### src/rtl/spi_slave_cfg.sv
// SPI slave with runtime-selected mode, parametric word width and bit order,
// oversampled in the clk domain. Define SPI_SLAVE_CFG_SYNC_EN to add input synchronisers.
module spi_slave_cfg #(
  parameter int DATA_WIDTH = 32,
  parameter bit MSB_FIRST  = 1'b1
) (
  input  logic                  clk,
  input  logic                  rst_n,
  input  logic [1:0]            spi_mode,
  input  logic                  s_clk,
  input  logic                  ss_n,
  input  logic                  mosi,
  output logic                  miso,
  output logic                  miso_oe,
  input  logic [DATA_WIDTH-1:0] tx_data,
  input  logic                  tx_valid,
  output logic                  tx_ready,
  output logic [DATA_WIDTH-1:0] rx_data,
  output logic                  rx_valid,
  output logic                  busy,
  output logic                  underrun,
  output logic                  frame_err
);

  localparam int CW = $clog2(DATA_WIDTH) + 1;

  typedef enum logic {IDLE, ACTIVE} state_t;

  state_t                state;
  logic                  sclk_s, ss_s, mosi_s;
  logic                  sclk_q, ss_q;
  logic                  cpol_q, cpha_q;
  logic                  sampled;
  logic [CW-1:0]         bit_cnt;
  logic [DATA_WIDTH-1:0] tx_shift, rx_shift, rx_next;
  logic [DATA_WIDTH-1:0] hold_reg, load_word;
  logic                  hold_full, hold_load, word_load;
  logic                  sclk_rise, sclk_fall, lead_edge, trail_edge;
  logic                  sample_edge, drive_edge, ss_fall;

`ifdef SPI_SLAVE_CFG_SYNC_EN
  logic [1:0] sclk_ff, ss_ff, mosi_ff;

  always_ff @(posedge clk or negedge rst_n) begin
    if (!rst_n) begin
      sclk_ff <= '0;
      ss_ff   <= '1;
      mosi_ff <= '0;
    end else begin
      sclk_ff <= {sclk_ff[0], s_clk};
      ss_ff   <= {ss_ff[0], ss_n};
      mosi_ff <= {mosi_ff[0], mosi};
    end
  end

  assign sclk_s = sclk_ff[1];
  assign ss_s   = ss_ff[1];
  assign mosi_s = mosi_ff[1];
`else
  assign sclk_s = s_clk;
  assign ss_s   = ss_n;
  assign mosi_s = mosi;
`endif

  function automatic logic first_bit(input logic [DATA_WIDTH-1:0] w);
    return MSB_FIRST ? w[DATA_WIDTH-1] : w[0];
  endfunction

  function automatic logic [DATA_WIDTH-1:0] shift_out(input logic [DATA_WIDTH-1:0] w);
    return MSB_FIRST ? (w << 1) : (w >> 1);
  endfunction

  always_ff @(posedge clk or negedge rst_n) begin
    if (!rst_n) begin
      sclk_q <= 1'b0;
      ss_q   <= 1'b1;
    end else begin
      sclk_q <= sclk_s;
      ss_q   <= ss_s;
    end
  end

  assign sclk_rise   = sclk_s & ~sclk_q;
  assign sclk_fall   = ~sclk_s & sclk_q;
  assign lead_edge   = cpol_q ? sclk_fall : sclk_rise;
  assign trail_edge  = cpol_q ? sclk_rise : sclk_fall;
  assign sample_edge = cpha_q ? trail_edge : lead_edge;
  assign drive_edge  = cpha_q ? lead_edge : trail_edge;
  assign ss_fall     = ss_q & ~ss_s;

  assign tx_ready  = ~hold_full;
  assign hold_load = tx_valid & ~hold_full;
  assign load_word = hold_full ? hold_reg : '0;
  assign busy      = (state == ACTIVE);

  always_comb begin
    if (MSB_FIRST) rx_next = {rx_shift[DATA_WIDTH-2:0], mosi_s};
    else           rx_next = {mosi_s, rx_shift[DATA_WIDTH-1:1]};
  end

  // A word load at frame start (CPHA=0) or at a drive edge on a word boundary;
  // with CPHA=0 the boundary only counts once something has been sampled.
  always_comb begin
    word_load = 1'b0;
    if (state == IDLE)
      word_load = ss_fall & ~spi_mode[0];
    else if (!ss_s && drive_edge && bit_cnt == '0)
      word_load = cpha_q | sampled;
  end

  // Holding register: a same-cycle fill and drain leaves it full with the new word.
  always_ff @(posedge clk or negedge rst_n) begin
    if (!rst_n) begin
      hold_reg  <= '0;
      hold_full <= 1'b0;
      underrun  <= 1'b0;
    end else begin
      if (hold_load) hold_reg <= tx_data;
      hold_full <= hold_load | (hold_full & ~word_load);
      underrun  <= word_load & ~hold_full;
    end
  end

  always_ff @(posedge clk or negedge rst_n) begin
    if (!rst_n) begin
      state     <= IDLE;
      cpol_q    <= 1'b0;
      cpha_q    <= 1'b0;
      sampled   <= 1'b0;
      bit_cnt   <= '0;
      tx_shift  <= '0;
      rx_shift  <= '0;
      rx_data   <= '0;
      rx_valid  <= 1'b0;
      frame_err <= 1'b0;
      miso      <= 1'b0;
      miso_oe   <= 1'b0;
    end else begin
      rx_valid  <= 1'b0;
      frame_err <= 1'b0;
      miso_oe   <= ~ss_s;
      case (state)
        IDLE: begin
          miso <= 1'b0;
          if (ss_fall) begin
            state   <= ACTIVE;
            cpol_q  <= spi_mode[1];
            cpha_q  <= spi_mode[0];
            bit_cnt <= '0;
            sampled <= 1'b0;
            if (word_load) begin
              miso     <= first_bit(load_word);
              tx_shift <= shift_out(load_word);
            end
          end
        end
        ACTIVE: begin
          // Deselect takes priority over any s_clk edge seen in the same cycle.
          if (ss_s) begin
            state     <= IDLE;
            frame_err <= (bit_cnt != '0);
            bit_cnt   <= '0;
            sampled   <= 1'b0;
            rx_shift  <= '0;
            miso      <= 1'b0;
          end else begin
            if (sample_edge) begin
              sampled  <= 1'b1;
              rx_shift <= rx_next;
              if (bit_cnt == CW'(DATA_WIDTH - 1)) begin
                rx_data  <= rx_next;
                rx_valid <= 1'b1;
                bit_cnt  <= '0;
              end else begin
                bit_cnt <= bit_cnt + CW'(1);
              end
            end
            if (drive_edge) begin
              if (word_load) begin
                miso     <= first_bit(load_word);
                tx_shift <= shift_out(load_word);
              end else begin
                miso     <= first_bit(tx_shift);
                tx_shift <= shift_out(tx_shift);
              end
            end
          end
        end
        default: state <= IDLE;
      endcase
    end
  end

endmodule

### config.mk
export PLATFORM = sky130hd
export DESIGN_NAME = spi_slave_cfg
export DESIGN_NICKNAME = d
export VERILOG_FILES = /design/src/rtl/spi_slave_cfg.sv
export SDC_FILE = /design/constraint.sdc
export NUM_CORES = 1
export LEC_CHECK = 0
export ABC_CLOCK_PERIOD_IN_PS = 2100
export CORE_ASPECT_RATIO = 1.75
export CORE_MARGIN = 1.5
export CORE_UTILIZATION = 35
export DETAILED_ROUTE_END_ITERATION = 16
export GPL_TIMING_DRIVEN = 0
export PLACE_DENSITY = 0.61
export SYNTH_ARGS = -nofsm -noshare
export SYNTH_HDL_FRONTEND = slang
export SYNTH_SLANG_ARGS = --single-unit
### constraint.sdc
create_clock -name clk -period 2.1 [get_ports clk]
set_input_delay 0.21 -clock clk [delete_from_list [all_inputs] [get_ports clk]]
set_output_delay 0.21 -clock clk [all_outputs]
set_load 0.01 [all_outputs]
# --- After elaboration in Yosys (flattened, before gate mapping) ---
# Cells that the tools add are included.
totals:
  register_bits: 145
  latchBits: 0
  ram_bits: 0
  mem_bits_ro: 0
  inputBits: 40
  elab_cells: 91
  memories: 0
classes:
  n_addsub: 1
  n_mul: 0
  n_div: 0
  magnitude_cmp: 0
  n_eq_ne: 7
  shifts: 0
  muxes: 39
  bitwise: 16
  n_reduce_logical: 11
ops:
  columns: ["op", "count"]
  rows:
  - ["32-bit two-way mux", 6]
  - ["32-bit one-hot mux with 2 select lines", 1]
  - ["31-bit two-way mux", 2]
  - ["6-bit two-way mux", 4]
  - ["1-bit two-way mux", 22]
  - ["6-bit one-hot mux with 2 select lines", 1]
  - ["4-bit AND reduction", 2]
  - ["1-bit bitwise AND", 7]
  - ["1-bit inverter", 7]
  - ["6-bit by 1-bit adder with 6-bit output, second input constant", 1]
  - ["6-bit by 5-bit == test with 1-bit output, second input constant", 1]
  - ["6-bit logical NOT", 1]
  - ["2-bit inequality test, second input constant", 3]
  - ["3-bit by 2-bit inequality test with 1-bit output, second input constant", 2]
  - ["1-bit one-hot mux with 2 select lines", 3]
  - ["2-bit AND reduction", 3]
  - ["6-bit nonzero test", 1]
  - ["1-bit logical AND", 2]
  - ["2-bit by 1-bit inequality test with 1-bit output, second input constant", 1]
  - ["1-bit bitwise OR", 2]
  - ["2-bit nonzero test", 1]
  - ["1-bit logical NOT", 1]

# --- Logic depth before layout (Yosys ltp) ---
# Gate-level depths: netlist (run 1).
logic_depth:
  word_depth: 12
  ltp_mapped: 8
  mapped_depth_nobuf: 6

# --- Worst setup path before layout (run 1) ---
# No wires, ideal clock.
synth_timing:
  path_kind: "flip-flop to flip-flop"
  startpoint: "register cpol_q"
  endpoint: "register rx_data[10]"
  setup_ns: 0.125
  arrival_time_ns: 2.138
  t_required_ns: 1.975
  setup_slack_ns: -0.163
  stages_incl_launch_ff: 9
  n_path_buf: 3
  path_cell_list: "dfrtp_1 xor2_1 mux2i_1 and2b_1 buf_4 or4b_1 buf_2 buf_6 mux2_4"
synth_via:
  elab_chain_len: 3
  elab_cells_between_ends: 4
  cone_classes: "mux (3); reduce/logical (1)"
synth_lines:
  columns: ["element", "line", "source"]
  rows:
  - ["from (decl)", "32", "logic cpol_q, cpha_q;"]
  - ["from (signal assigned)", "147", "cpol_q <= spi_mode[1];"]
  - ["1-bit two-way mux (on tied branches)", "85, 86", null]
  - ["1-bit two-way mux *", "87", "assign sample_edge = cpha_q ? trail_edge : lead_edge;"]
  - ["4-bit AND reduction (no source line) *", null, null]
  - ["to (signal assigned)", "171", "rx_data <= rx_next;"]
  - ["to (decl)", "18", "output logic [DATA_WIDTH-1:0] rx_data,"]
# Mark *: on every way between the ends. The rest lies on a longest branch, timed or not.
# A chain may end at the register's enable or synchronous reset.

# --- Worst setup path after layout (run 1) ---
layout_timing:
  startpoint: "register cpol_q"
  endpoint: "register rx_data[26]"
# The elaborated chain is that of the path after synthesis.

==> reports/qor.yml, run 1 <==
outcome: "complete, but fails checks"
violations: "setup timing"
tritoncts: "yes"
insertion_delay_ns: 0.41
cts.sinks: 144
synthMuxAreaShare_pct: 15.3
ant_nets: 0
worstHoldPathType: "in2async"
crit_chain: "xor2_2 > mux2i_2 > and2b_1 > or4b_4 > clkbuf_16 > mux2_4"
die_area_um2: 17300
synth_edf_count: 0
power_density_nw_per_um2: 1090
overflow: 0
clk_pin_slew_worst_paths_ns: 0.06
hpwl_um: 7920
first_pass_iters: 4
grt_pass1_vias: 4057
synth_cell_types: 39
path_max_fanout: 7
cp_slowest_cell: "or4b_4"
synth_compound_area_share_pct: 12.1
place_ws_ns: -0.553
crit_path_start_kind: "register"
dr.first_iter.drc_count: 105
syn-num-nets: 468
fillers: 1472
ys_seq_area_share_pct: 62.4
place_congestion: 0.771
cp.arrival_ns: 2.55
path_class: "reg2reg"
cts_root_buf: "clkbuf_16"
placementRows: 62
synth_top_family_by_area: "multiplexers"
core_um2: 16300
layout_commonest_cell: "dfrtp_1"
avgViaCountPerCell: 5.16
drive_above_1_share_pct: 28.3
hold_viol_final: 0
nets: 574
synthSimpleGateAreaFrac_pct: 6.59
grtUsageTotal_pct: 14.4
syn_area_per_cell_um2: 13.6
ys.flop_type: "dfrtp_1"
routed_wl_um: 12000
min_period_ns: 2.26
grt_max_degree: 102
wl_per_cell_um: 16.2
clock_path_buffers: 2
slew_headroom_pct: 46.7
critPathMaxStageDelay_ns: 0.59
p_leak_nw: 3.54
ir_worst_vdd_uv: 551
worst_pin_slew_ns: 0.789
synthAdderAreaFrac_pct: 0.433
grt_antenna_before_repair: 0
end_kind: "register"
die_height_um: 173
worst_ep_required_time_ns: 2.39
htreeDepth: 4
ios: 79
maxCapViolCount: 0
ys_warn_count: 0
async_reset_ff_share_pct: 100
finalClockSkew_ns: 0.0115
area_growth_syn_to_layout_pct: 35.3
port_buffers: 78
ys_seq_elements: 144
timing.final.ws_setup_ns: -0.158
yosys.area_share.xor_xnor_pct: 0.303
finish.utilization_pct: 47.9
netlist_instances: 426
total_power_mw: 8.50
netlist_area_um2: 5770
layout_common_cells: "dfrtp_1 (143), clkdlybuf4s50_1 (77), nor2_1 (65)"
fmax_mhz: 443
post-route-drc-count: 0
grt_pass1_wl_um: 20000
fin_crit_sh_pct: 108
fin_setup_tns_ns: -4.43
numCtsBuffers: 17
dr_total_vias: 3804
fp.dieW_um: 100
initial_core_util_pct: 35.4
antennaDiodeCount: 0
finalSetupViolCount: 30
rsz0062_at_grt: "yes"
drv_slew: 0
layout make-up:
| cell class | instances | area [um^2] | area share, % |
|---|---|---|---|
| Clock inverter | 15 | 206 | 2.64 |
| Tap cell | 192 | 240 | 3.08 |
| Buffer | 26 | 204 | 2.61 |
| Inverter | 8 | 30.0 | 0.384 |
| Sequential cell | 144 | 3600 | 46.2 |
| Multi-Input combinational cell | 246 | 2190 | 28.1 |
| Timing Repair Buffer | 89 | 905 | 11.6 |
| Clock buffer | 17 | 425 | 5.45 |
power by group:
group / leakage (nW) / switching [mW] / internal, mW
clock: 0.305 / 1.22 / 2.01
combinational: 1.40 / 0.670 / 0.758
sequential: 1.84 / 0.442 / 3.40
stage by stage:
step / cells / cell area [um^2] / hold WS, ns
floorplan: 426 / 5790 / -0.0856
global placement: 696 / 6810 / 0.462
detailed placement: 697 / 6840 / 0.163
CTS: 734 / 7570 / 0.281
global route: 737 / 7810 / 0.295
finish: 737 / 7810 / 0.285
worst max-delay path: cells and delay by family, from the launching register on:
family / cells / cell delay, ns
AND/OR/NAND/NOR: 2 / 0.76
multiplexers: 2 / 0.55
flip-flops: 1 / 0.40
XOR/XNOR: 1 / 0.21
buffers and inverters: 1 / 0.21
cell families (layout without fill, tap and decap cells):
logic type                 after synthesis  count (layout)
AOI/OAI and AO/OA                       85              85
xor gates and xnor gates                 2               2
adders and majority gates                2               2
buffers and inverters                   36             155
DFF                                    144             144
muxes                                   69              69
and+or+nand+nor                         88              88
routing by layer:
layer,GRT usage [%],vias to the layer above,share of wire [%]
met2,24.5,97,54
met1,16.8,1940,41
met4,5.63,0,1.2
li1,-,1756,-
met3,4.32,11,4.1
met5,0,-,0
timing repair:
action | 4_1_cts | 5_1_grt
hold buffers | 1 | 0
gates resized for setup | 23 | 65
pin swaps | 1 | 1
setup buffers | 5 | 3
endpoints found under the setup margin | 63 | 63
endpoints found under the hold margin | 43 | 0
cloned | 0 | 1
path summary, 6_finish.rpt:
kind / to / slack [ns] / cells after the start / start
hold / removal: rx_data[8]$_DFFE_PN0P_ / 0.28 / 2 / rst_n
max in group asynchronous: bit_cnt[2]$_DFFE_PN0P_ / 0.96 / 3 / rst_n
setup / recovery: rx_data[26]$_DFFE_PN0P_ / -0.16 / 6 / cpol_q$_DFFE_PN0P_
setup reg to reg: rx_data[26]$_DFFE_PN0P_ / -0.16 / 6 / cpol_q$_DFFE_PN0P_
min in group clk: sclk_q$_DFF_PN0_ / 0.29 / 1 / s_clk
hold reg to reg: sampled$_DFFE_PN0P_ / 0.48 / 1 / sampled$_DFFE_PN0P_
cell usage after synthesis, drive strengths merged, types with 4 or more instances:
library cell | n | area, um^2
dfrtp | 143 | 3580
a221oi | 29 | 254
buf | 5 | 46.3
inv | 8 | 30.0
clkbuf | 23 | 86.3
nand2 | 4 | 15.0
mux2 | 67 | 863
a21o | 4 | 30.0
nand3 | 4 | 20.0
nor2 | 65 | 244
a22o | 33 | 289
o21ai | 7 | 35.0
nand2b | 6 | 37.5
(Power assumes the default switching activity.)
==> run 2, diff against run 1 <==
--- a/config.mk
+++ b/config.mk
@@ -12,6 +12,7 @@
 export DETAILED_ROUTE_END_ITERATION = 16
 export GPL_TIMING_DRIVEN = 0
 export PLACE_DENSITY = 0.61
+export SKIP_CTS_REPAIR_TIMING = 1
 export SYNTH_ARGS = -nofsm -noshare
 export SYNTH_HDL_FRONTEND = slang
 export SYNTH_SLANG_ARGS = --single-unit
==> run 2 against run 1 <==
Net effect:
- the flow still finishes with violations (setup timing)
- sequential power shrank 1%
- sequential cell count is the same
- first-iteration DRC count shrank 10%
- maximum frequency shrank 3.8%
- critical path type unchanged
- critical endpoint is now rx_data[4]$_DFFE_PN0P_
- largest cell class unchanged
- largest power group unchanged
==> reports/qor.yml, run 2 (synthesis gave the netlist of run 1 again) <==
core_um2: 16300  # unchanged
slew_headroom_pct: 47.5  # +0.78 points
outcome: "complete, but fails checks"
finalSetupViolCount: 32  # +6.7%
worstHoldPathType: "in2async"
die_area_um2: 17300  # unchanged
worst_ep_required_time_ns: 2.39  # about the same
grt_pass1_wl_um: 19900  # -0.38%
post-route-drc-count: 0  # unchanged
critPathMaxStageDelay_ns: 0.45  # -0.14 ns
cp_slowest_cell: "or4b_4"
tritoncts: "yes"
crit_buf_inv: 3  # +2
first_pass_iters: 4  # unchanged
dr.first_iter.drc_count: 94  # -10%
ant_nets: 0  # unchanged
placementRows: 62  # unchanged
ir_worst_vdd_uv: 546  # -1.0%
end_kind: "register"
worst_pin_slew_ns: 0.777  # -0.0116 ns
cts.sinks: 144  # unchanged
final_cells: 736  # -0.14%
avgViaCountPerCell: 5.15  # -0.23%
fp.dieW_um: 100  # unchanged
cp.arrival_ns: 2.64  # +0.09 ns
layout_commonest_cell: "dfrtp_1"
min_period_ns: 2.35  # +0.0895 ns
dp_cells: 697  # unchanged
power_density_nw_per_um2: 1090  # +0.43%
crit_chain: "xor2_2 > mux2i_2 > and2b_1 > buf_6 > or4b_4 > buf_6 > buf_8 > mux2_4"
grt_max_degree: 102  # unchanged
initial_core_util_pct: 35.4  # unchanged
area_growth_syn_to_layout_pct: 32.6
overflow: 0  # unchanged
dr_total_vias: 3790  # -0.37%
total_power_mw: 8.38  # -1.5%
place_congestion: 0.771  # unchanged
critPathTopFamily: "simple AND/OR/NAND/NOR gates"
path_max_fanout: 10  # +3
grt_pass1_vias: 4006  # -1.3%
fmax_mhz: 426  # -3.8%
crit_path_start_kind: "register"
drive_above_1_share_pct: 26.1  # -2.2 points
nets: 573  # -0.17%
violations: "setup timing"
finish.utilization_pct: 47.0  # -0.93 points
timing.final.ws_setup_ns: -0.247  # -0.0895 ns
cts_root_buf: "clkbuf_16"
die_height_um: 173  # unchanged
htreeDepth: 4  # unchanged
clock_path_buffers: 2  # unchanged
numCtsBuffers: 17  # unchanged
maxCapViolCount: 0  # unchanged
hpwl_um: 7920  # unchanged
path_class: "reg2reg"
grt_antenna_before_repair: 0  # unchanged
ios: 79  # unchanged
insertion_delay_ns: 0.41  # about the same
grtUsageTotal_pct: 14.4  # -0.027 points
drv_slew: 0  # unchanged
fin_crit_sh_pct: 112  # +4.3 points
wl_per_cell_um: 15.8  # -2.5%
whs_ns: 0.287  # +0.00259 ns
antennaDiodeCount: 0  # unchanged
p_leak_nw: 3.49  # -1.6%
rsz0062_at_grt: "yes"
clk_pin_slew_worst_paths_ns: 0.06  # about the same
routed_wl_um: 11700  # -2.6%
hold_viol_final: 0  # unchanged
crit_path_frequent_cell: "buf_6"
port_buffers: 78  # unchanged
layout_common_cells: "dfrtp_1 (143), clkdlybuf4s50_1 (77), nor2_1 (65)"
finalClockSkew_ns: 0.0118  # +0.000296 ns
==> run 2: cell count changes in the layout (fill, tap and decap cells not counted), sizes merged <==
cell and delta:
buf -7, clkbuf +6
==> run 2: layout make-up <==
| cell class | count | area [um^2] |
|---|---|---|
| clock buffer | 17 | 425 |
| buffer | 28 | 176 |
| fill | 1487 | 8630 |
| multi-input combinational | 246 | 2110 |
| sequential | 144 | 3600 |
| inverter | 8 | 30.0 |
| timing repair buffer | 86 | 865 |
| clock inverter | 15 | 206 |
| tap | 192 | 240 |
==> run 2: stage by stage <==
stage	worst slack [ns]	cell area [um^2]	TNS, ns
final	-0.247	7660	-7.28
after CTS	-0.339	7470	-14.11
after global placement	-4.83	6810	-719.09
after floorplan	-0.134	5790	-3.87
after global routing	-0.318	7660	-9.54
after detailed placement	-0.553	6840	-33.25
==> run 2: worst paths after layout <==
| path | from | to | slack, ns | cells after the start |
|---|---|---|---|---|
| min in group clk | s_clk | sclk_q$_DFF_PN0_ | 0.29 | 1 |
| max in group asynchronous | rst_n | ss_q$_DFF_PN1_ | 0.98 | 3 |
| worst max-delay path | cpha_q$_DFFE_PN0P_ | rx_data[4]$_DFFE_PN0P_ | -0.25 | 8 |
| worst min-delay path | rst_n | rx_data[8]$_DFFE_PN0P_ | 0.29 | 2 |
| worst min register to register | sampled$_DFFE_PN0P_ | sampled$_DFFE_PN0P_ | 0.48 | 1 |
| worst max register to register | cpha_q$_DFFE_PN0P_ | rx_data[4]$_DFFE_PN0P_ | -0.25 | 8 |
==> run 2: metal layers <==
metal	part of all wire, %	track usage, %	up-vias
li1	-	-	1758
met1	42	17.0	1915
met2	53	24.3	102
met3	4.1	4.32	15
met4	1.6	5.63	0
met5	0	0	-
==> run 2: power breakdown <==
group	switching [mW]	leakage, nW	internal [mW]
clock	1.22	0.305	2.01
sequential	0.402	1.84	3.40
combinational	0.633	1.34	0.704
